--- src/rtl/int_pkg.sv ---
// Shared types and constants for the interrupt cause unit.
package int_pkg;

    localparam int unsigned IrqWidth  = 8;
    localparam int unsigned VecWidth  = 3;
    localparam int unsigned StatusExl = 0;
    localparam int unsigned StatusIe  = 1;

    typedef enum logic {
        StIdle,
        StService
    } int_state_e;

endpackage

--- src/rtl/int_edge_sync.sv ---
// Per-bit IRQ rising-edge detector. Defining INT_CAUSE_SYNC_EN inserts a two-flop
// synchronizer per bit ahead of the detector, adding two cycles of latency.
module int_edge_sync
    import int_pkg::*;
(
    input  logic                clk_i,
    input  logic                rst_ni,
    input  logic [IrqWidth-1:0] irq_i,
    output logic [IrqWidth-1:0] rise_o
);

    logic [IrqWidth-1:0] irq_in;
    logic [IrqWidth-1:0] samp_q, samp_d;
    logic [IrqWidth-1:0] prev_q, prev_d;

`ifdef INT_CAUSE_SYNC_EN
    logic [IrqWidth-1:0] sync1_q, sync1_d;
    logic [IrqWidth-1:0] sync2_q, sync2_d;

    always_comb begin
        sync1_d = irq_i;
        sync2_d = sync1_q;
    end

    always_ff @(posedge clk_i or negedge rst_ni) begin
        if (!rst_ni) begin
            sync1_q <= '0;
            sync2_q <= '0;
        end else begin
            sync1_q <= sync1_d;
            sync2_q <= sync2_d;
        end
    end

    assign irq_in = sync2_q;
`else
    assign irq_in = irq_i;
`endif

    always_comb begin
        samp_d = irq_in;
        prev_d = samp_q;
    end

    // Samples reset to zero so a line already high at release counts as a rise.
    always_ff @(posedge clk_i or negedge rst_ni) begin
        if (!rst_ni) begin
            samp_q <= '0;
            prev_q <= '0;
        end else begin
            samp_q <= samp_d;
            prev_q <= prev_d;
        end
    end

    assign rise_o = samp_q & ~prev_q;

endmodule

--- src/rtl/int_cause_unit.sv ---
// Interrupt cause/status unit: edge-latched pending bits, take/return FSM, STATUS/INTMASK.
// Optional IRQ synchronizer enabled by defining INT_CAUSE_SYNC_EN.
module int_cause_unit
    import int_pkg::*;
(
    input  logic                clk,
    input  logic                rst_n,
    input  logic [IrqWidth-1:0] IRQ,
    input  logic                INT_Signal,
    input  logic [VecWidth-1:0] INT_PEND,
    input  logic                ERET,
    input  logic                STATUS_WE,
    input  logic [7:0]          STATUS_WDATA,
    input  logic                INTMASK_WE,
    input  logic [7:0]          INTMASK_WDATA,
    input  logic [IrqWidth-1:0] SCAUSE_CLR,
    output logic [7:0]          STATUS,
    output logic [IrqWidth-1:0] EX_SCAUSE,
    output logic [7:0]          INTMASK,
    output logic                INT_ACK,
    output logic [VecWidth-1:0] INT_VEC
);

    logic [IrqWidth-1:0] rise;
    logic [IrqWidth-1:0] clr_mask;
    logic                take;
    logic                ret;

    int_state_e          state_q, state_d;
    logic [7:0]          status_q, status_d;
    logic [7:0]          intmask_q, intmask_d;
    logic [IrqWidth-1:0] scause_q, scause_d;
    logic                ack_q, ack_d;
    logic [VecWidth-1:0] vec_q, vec_d;

    int_edge_sync u_edge_sync (
        .clk_i  (clk),
        .rst_ni (rst_n),
        .irq_i  (IRQ),
        .rise_o (rise)
    );

    always_comb begin
        state_d   = state_q;
        status_d  = status_q;
        intmask_d = intmask_q;
        vec_d     = vec_q;
        ack_d     = 1'b0;
        take      = 1'b0;
        ret       = 1'b0;

        unique case (state_q)
            StIdle: begin
                if (INT_Signal) begin
                    take    = 1'b1;
                    state_d = StService;
                end
            end
            StService: begin
                if (ERET) begin
                    ret     = 1'b1;
                    state_d = StIdle;
                end
            end
        endcase

        if (STATUS_WE) begin
            status_d[7:1] = STATUS_WDATA[7:1];
        end
        // Hardware take/return owns EXL over a same-cycle software write.
        if (take) begin
            status_d[StatusExl] = 1'b1;
        end else if (ret) begin
            status_d[StatusExl] = 1'b0;
        end else if (STATUS_WE) begin
            status_d[StatusExl] = STATUS_WDATA[StatusExl];
        end

        if (INTMASK_WE) begin
            intmask_d = INTMASK_WDATA;
        end

        if (take) begin
            vec_d = INT_PEND;
            ack_d = 1'b1;
        end

        // A fresh edge beats any clear landing in the same cycle.
        clr_mask = SCAUSE_CLR;
        if (take) begin
            clr_mask = clr_mask | (IrqWidth'(1) << INT_PEND);
        end
        scause_d = (scause_q & ~clr_mask) | rise;
    end

    always_ff @(posedge clk or negedge rst_n) begin
        if (!rst_n) begin
            state_q   <= StIdle;
            status_q  <= '0;
            intmask_q <= '0;
            scause_q  <= '0;
            ack_q     <= 1'b0;
            vec_q     <= '0;
        end else begin
            state_q   <= state_d;
            status_q  <= status_d;
            intmask_q <= intmask_d;
            scause_q  <= scause_d;
            ack_q     <= ack_d;
            vec_q     <= vec_d;
        end
    end

    assign STATUS    = status_q;
    assign EX_SCAUSE = scause_q;
    assign INTMASK   = intmask_q;
    assign INT_ACK   = ack_q;
    assign INT_VEC   = vec_q;

endmodule

--- config.mk ---
export PLATFORM = sky130hd
export DESIGN_NAME = int_cause_unit
export DESIGN_NICKNAME = d
export VERILOG_FILES = /design/src/rtl/int_pkg.sv /design/src/rtl/int_edge_sync.sv /design/src/rtl/int_cause_unit.sv
export SDC_FILE = /design/constraint.sdc
export NUM_CORES = 1
export LEC_CHECK = 0
export BUFFER_PORTS_ARGS = -buffer_cell sky130_fd_sc_hd__clkbuf_2
export CAP_MARGIN = 5
export CELL_PAD_IN_SITES_DETAIL_PLACEMENT = 0
export CELL_PAD_IN_SITES_GLOBAL_PLACEMENT = 1
export CORE_UTILIZATION = 30
export DETAILED_ROUTE_END_ITERATION = 10
export GPL_TIMING_DRIVEN = 0
export PLACE_DENSITY = 0.67
export SKIP_CTS_REPAIR_TIMING = 1
export SLEW_MARGIN = 25
export SYNTH_ARGS = -nofsm -noshare
export SYNTH_HDL_FRONTEND = slang
export SYNTH_SLANG_ARGS = --single-unit
--- constraint.sdc ---
create_clock -name clk -period 3.94 [get_ports clk]
set_clock_uncertainty 0.15 [all_clocks]
set_input_delay 0 -clock clk [delete_from_list [all_inputs] [get_ports clk]]
set_output_delay 0 -clock clk [all_outputs]
set_load 0.05 [all_outputs]
Yosys cells after proc, flatten, opt, wreduce, memory -nomap -nowiden
Index checks and enable logic that the tools add are counted. W data, S select, Z words.

Shift-type cells: 1. Muxes and demuxes: 11. Bitwise operators: 7. Reductions and logical operators: 1.

Operators with widths (number): $and A8 B8 Y8 (2); $not A8 Y8 (2); $or A8 B8 Y8 (2); $mux W1 (9); $mux W8 (1); $shl A1 B3 Y8 const A (1); $reduce_bool A3 Y1 (1); $pmux W1 S2 (1); $not A1 Y1 (1).

Register bits after elaboration: 45. Bits of input ports: 41.

Logic depth before layout (Yosys ltp)
Word-level depth: 6. Depth in mapped cells: 5. Depth with buffers taken out: 4.

Hierarchy
A second synthesis with hierarchy kept.

Cell total of the unflattened synthesis: 110. Area total of the unflattened synthesis: 1672.9 sq um.

By module, submodules not included: int_cause_unit (times used 1, cells each 86, area each 1162.4 sq um, seq. area each 725.7 sq um); int_edge_sync (times used 1, cells each 24, area each 510.5 sq um, seq. area each 400.4 sq um).

Worst setup path before layout
No wires, ideal clock.

Path type: register -> register. From: reg state_q. To: reg scause_q[7], in the netlist EX_SCAUSE[7]. Arrival: 1.018 ns. Data required time: 3.668 ns. Setup slack: 2.651 ns. Stages on the path, launching flop included: 6. Period minus slack after synthesis: 1.289 ns. Cell sequence: dfrtp_1 nand2b_4 buf_6 inv_6 nand4_1 a32o_1.

Longest elaborated chain between the ends: 5.

Ends and longest elaborated chain: start: declaration (line int_cause_unit.sv:29) `int_state_e state_q, state_d;`; start signal: assignment (line int_cause_unit.sv:98) `state_q <= StIdle;`; start signal: assignment (line int_cause_unit.sv:105) `state_q <= state_d;`; $mux W1 (line int_cause_unit.sv:52) `unique case (state_q)`; $mux W8 (line int_cause_unit.sv:90) `if (take) begin`; $not A8 Y8 (line int_cause_unit.sv:93) `scause_d = (scause_q & ~clr_mask) | rise;`; $and A8 B8 Y8 (line int_cause_unit.sv:93); $or A8 B8 Y8 (line int_cause_unit.sv:93); named net scause_d[7] (line int_cause_unit.sv:32) `logic [IrqWidth-1:0] scause_q, scause_d;`; end signal: assignment (line int_cause_unit.sv:108) `scause_q <= scause_d;`; end: declaration (line int_cause_unit.sv:32).

The timed path passes the listed nets, and every way through them passes these cells. A chain may end at the register's enable or synchronous reset.

Worst setup path after layout
From: reg state_q. To: reg scause_q[1], in the netlist EX_SCAUSE[1].

The elaborated chain is that of the path after synthesis.

==> impl_results.md <==
* Leading post-synthesis cells by cell area: dfrtp_1 71%, mux2_2 11%, inv_1 3.5%, o21ai_0 2.5%, o311ai_1 2.2%
* Pwr/cell area at 404.6 nW/µm²
* GRT Util Overall at 12.34%
* Initial antenna violation count at 0
* Maximum net fanout on the critical path at 10
* DRT Pass-1 Iters at 4
* N_diodes at 0
* Fillers at ~460
* Num rows at 26
* Setup violations, final at 0
* Drt drc at 0
* Area Growth Syn to Fin at 65.49%
* Max-Cap Viols at 0
* Netlist cell types at 20
* Yosys warns at 0
* Port Buffers at 66
* Via count at 1305
* Global-route wire length before repair at 5106 µm
* Seq/Total Area, Yosys at 70.59%
* Final Hold Viols at 0
* Antenna viol nets, final at 0
* HPWL Detailed at 2293 µm
* Clock transition at path regs at 0.07 ns
* Least-Margin Pin Slew at 0.5926 ns
* Worst hold path type: input port to async pin
* Crit Path Class: flip-flop to flip-flop
* Initial DRC count at 36
* Skew-Pair Late Insertion Delay at 0.28 ns
* Routed WL at 3719 µm
* Bufs on Longest Clock Path at 2
* Core box area at 5107 µm²
* Synth top area share at 70.59%
* Multi-input logic area at 382.9 µm²
* Crit end category: flip-flop
* Average wire per standard cell at 11.92 µm
* I/O pin count at 69
* Post-synthesis cell count at 115
* Unrepaired setup endpoints after global routing: false
* Die H at between 70 and 80 µm
* Fmax at 533.6 MHz
* Largest net degree at the start of global routing at 46
* Gr ovfl total at 0
* Root Buffer: clkbuf_8
* CTS tree: built
* Crit path required time at 3.96 ns
* Worst path max stage delay at 0.57 ns
* Reg2reg setup slack at 2.07 ns
* Syn avg cell area at 13.87 µm²
* Critical path startpoint category: flip-flop
* Critical path data arrival time at 1.89 ns
* Max IR drop VDD at 0.2497 mV
* Status: complete, no violations
* Share of cells above drive strength 1 at about two fifths
* Leakage at 0.001299 µW
* Fin crit share at 47.56%
* Die width at 74.92 µm
* CP delay by family, top: buffers and inverters
* Critical path's slowest cell: dlygate4sd3_1
* CTS sink cnt at 45
* Yosys reg bits at 45
* Via/cell ratio at 4.183
* Syn nets at approximately 160
* Pins Over Slew Limit at 0
* Pwr Total at 1068 µW
* Final net count at 284
* Worst Path Buf+Inv at 2
* Slew headroom at 60.49%
* Area leader, netlist: dfrtp_1
* Vias in the first global route at 1174
* Clock buffer count from CTS at 5
* Min Clock Period, post-route at 1.874 ns
* Post-Syn Area at approximately 1600 µm²
* CTS HTree Levels at 2
* Setup TNS Final at 0 ns
* Initial core utilization at 31.23%
* Routability cong. at 0.7601
* Reg area at 1126 µm²
* Cell Chain, Critical Path: nand2b_4 -> buf_6 -> o311ai_1 -> dlygate4sd3_1 -> o21ai_0
* Die area at 5613 µm²
-- report_power, final --
part	leakage (µW)	switching (µW)	internal, µW	total (µW)
Combinational	0.000727	180	112	292
Clock	0.0000399	135	117	252
Sequential	0.000531	21.2	503	525
-- cell families after synthesis --
| kind of cell | Yosys count | synth area share (%) |
|---|---|---|
| AND/OR/NAND/NOR | 20 | 6.667 |
| buffers and inverters | 19 | 5.412 |
| AO/OA/AOI/OAI | 16 | 6.745 |
| multiplexers | 15 | 10.59 |
| flip-flops | 45 | 70.59 |
-- Yosys cell counts (all sizes together) --
library cell   n
a32o           1
a32oi          1
buf            3
dfrtp         45
inv           16
mux2          15
nand2          8
nand2b         4
nand3b         1
nand4          1
nor2           3
nor2b          2
nor4           1
o21ai          9
o311ai         4
o32ai          1
-- worst register-to-register path, cell delays in order (launching register included) --
cell and delay, ns:
dfrtp_1 0.42, nand2b_4 0.15, buf_6 0.14, o311ai_1 0.25, dlygate4sd3_1 0.57, o21ai_0 0.08
-- layout make-up --
class                      count  area share, %
sequential                    45          42.65
buffer                         3         0.8057
clock buffer                   5          2.607
timing repair buffer         121          33.46
inverter                      16          2.464
multi-input combinational     51          14.50
clock inverter                 1         0.1896
tap                           70          3.318
-- registers in the layout, indices dropped and copies added, names as in the netlist --
signal and flops:
u_edge_sync.prev_q 8, INT_ACK 1, INTMASK 8, EX_SCAUSE 8
STATUS 8, u_edge_sync.prev_d 8, INT_VEC 3, state_q 1
-- final timing paths --
check | start | endpoint | cells after the start
setup / recovery | state_q$_DFF_PN0_ | EX_SCAUSE[1]$_DFF_PN0_ | 5
hold / removal | rst_n | INT_ACK$_DFF_PN0_ | 2
setup reg to reg | state_q$_DFF_PN0_ | EX_SCAUSE[1]$_DFF_PN0_ | 5
hold reg to reg | u_edge_sync.prev_d[6]$_DFF_PN0_ | u_edge_sync.prev_q[6]$_DFF_PN0_ | 0
max in group asynchronous | rst_n | u_edge_sync.prev_q[2]$_DFF_PN0_ | 2
min in group clk | IRQ[1] | u_edge_sync.prev_d[1]$_DFF_PN0_ | 2
-- layout by cell type, fill, tap and decap left out, types with 2 or more instances in the layout --
master | netlist | final
clkbuf_8 | 0 | 5
dlygate4sd3_1 | 0 | 55
buf_2 | 2 | 2
dfrtp_1 | 45 | 45
o21ai_0 | 8 | 8
clkbuf_2 | 0 | 65
nor2b_1 | 2 | 2
o311ai_1 | 4 | 4
mux2_2 | 15 | 15
inv_1 | 15 | 15
nor2_1 | 3 | 3
nand2_1 | 8 | 8
nand2b_1 | 3 | 3
-- routing by layer --
metal / vias to the layer above / GRT usage, % / share of wire [%]
met3: 5 / 4.552 / 5.1
li1: 633 / - / -
met4: 0 / 4.193 / 0.86
met2: 46 / 21.72 / 55
met1: 621 / 13.76 / 39
met5: - / 0 / 0
-- through the flow --
step | area (µm²) | setup slack (ns) | utilization, % | hold slack (ns) | cells
after detailed placement | 2016 | 2.570 | 39.47 | -0.07294 | 251
after floorplan | 1595 | 2.651 | - | -0.4456 | 115
after CTS | 2090 | 2.547 | 40.91 | -0.3894 | 257
after global routing | 2640 | 2.000 | 51.69 | 0.2052 | 312
after global placement | 2013 | 2.582 | 39.42 | -0.03829 | 251
final | 2640 | 2.066 | 51.69 | 0.1228 | 312
Power figures use the tool's default switching activity.
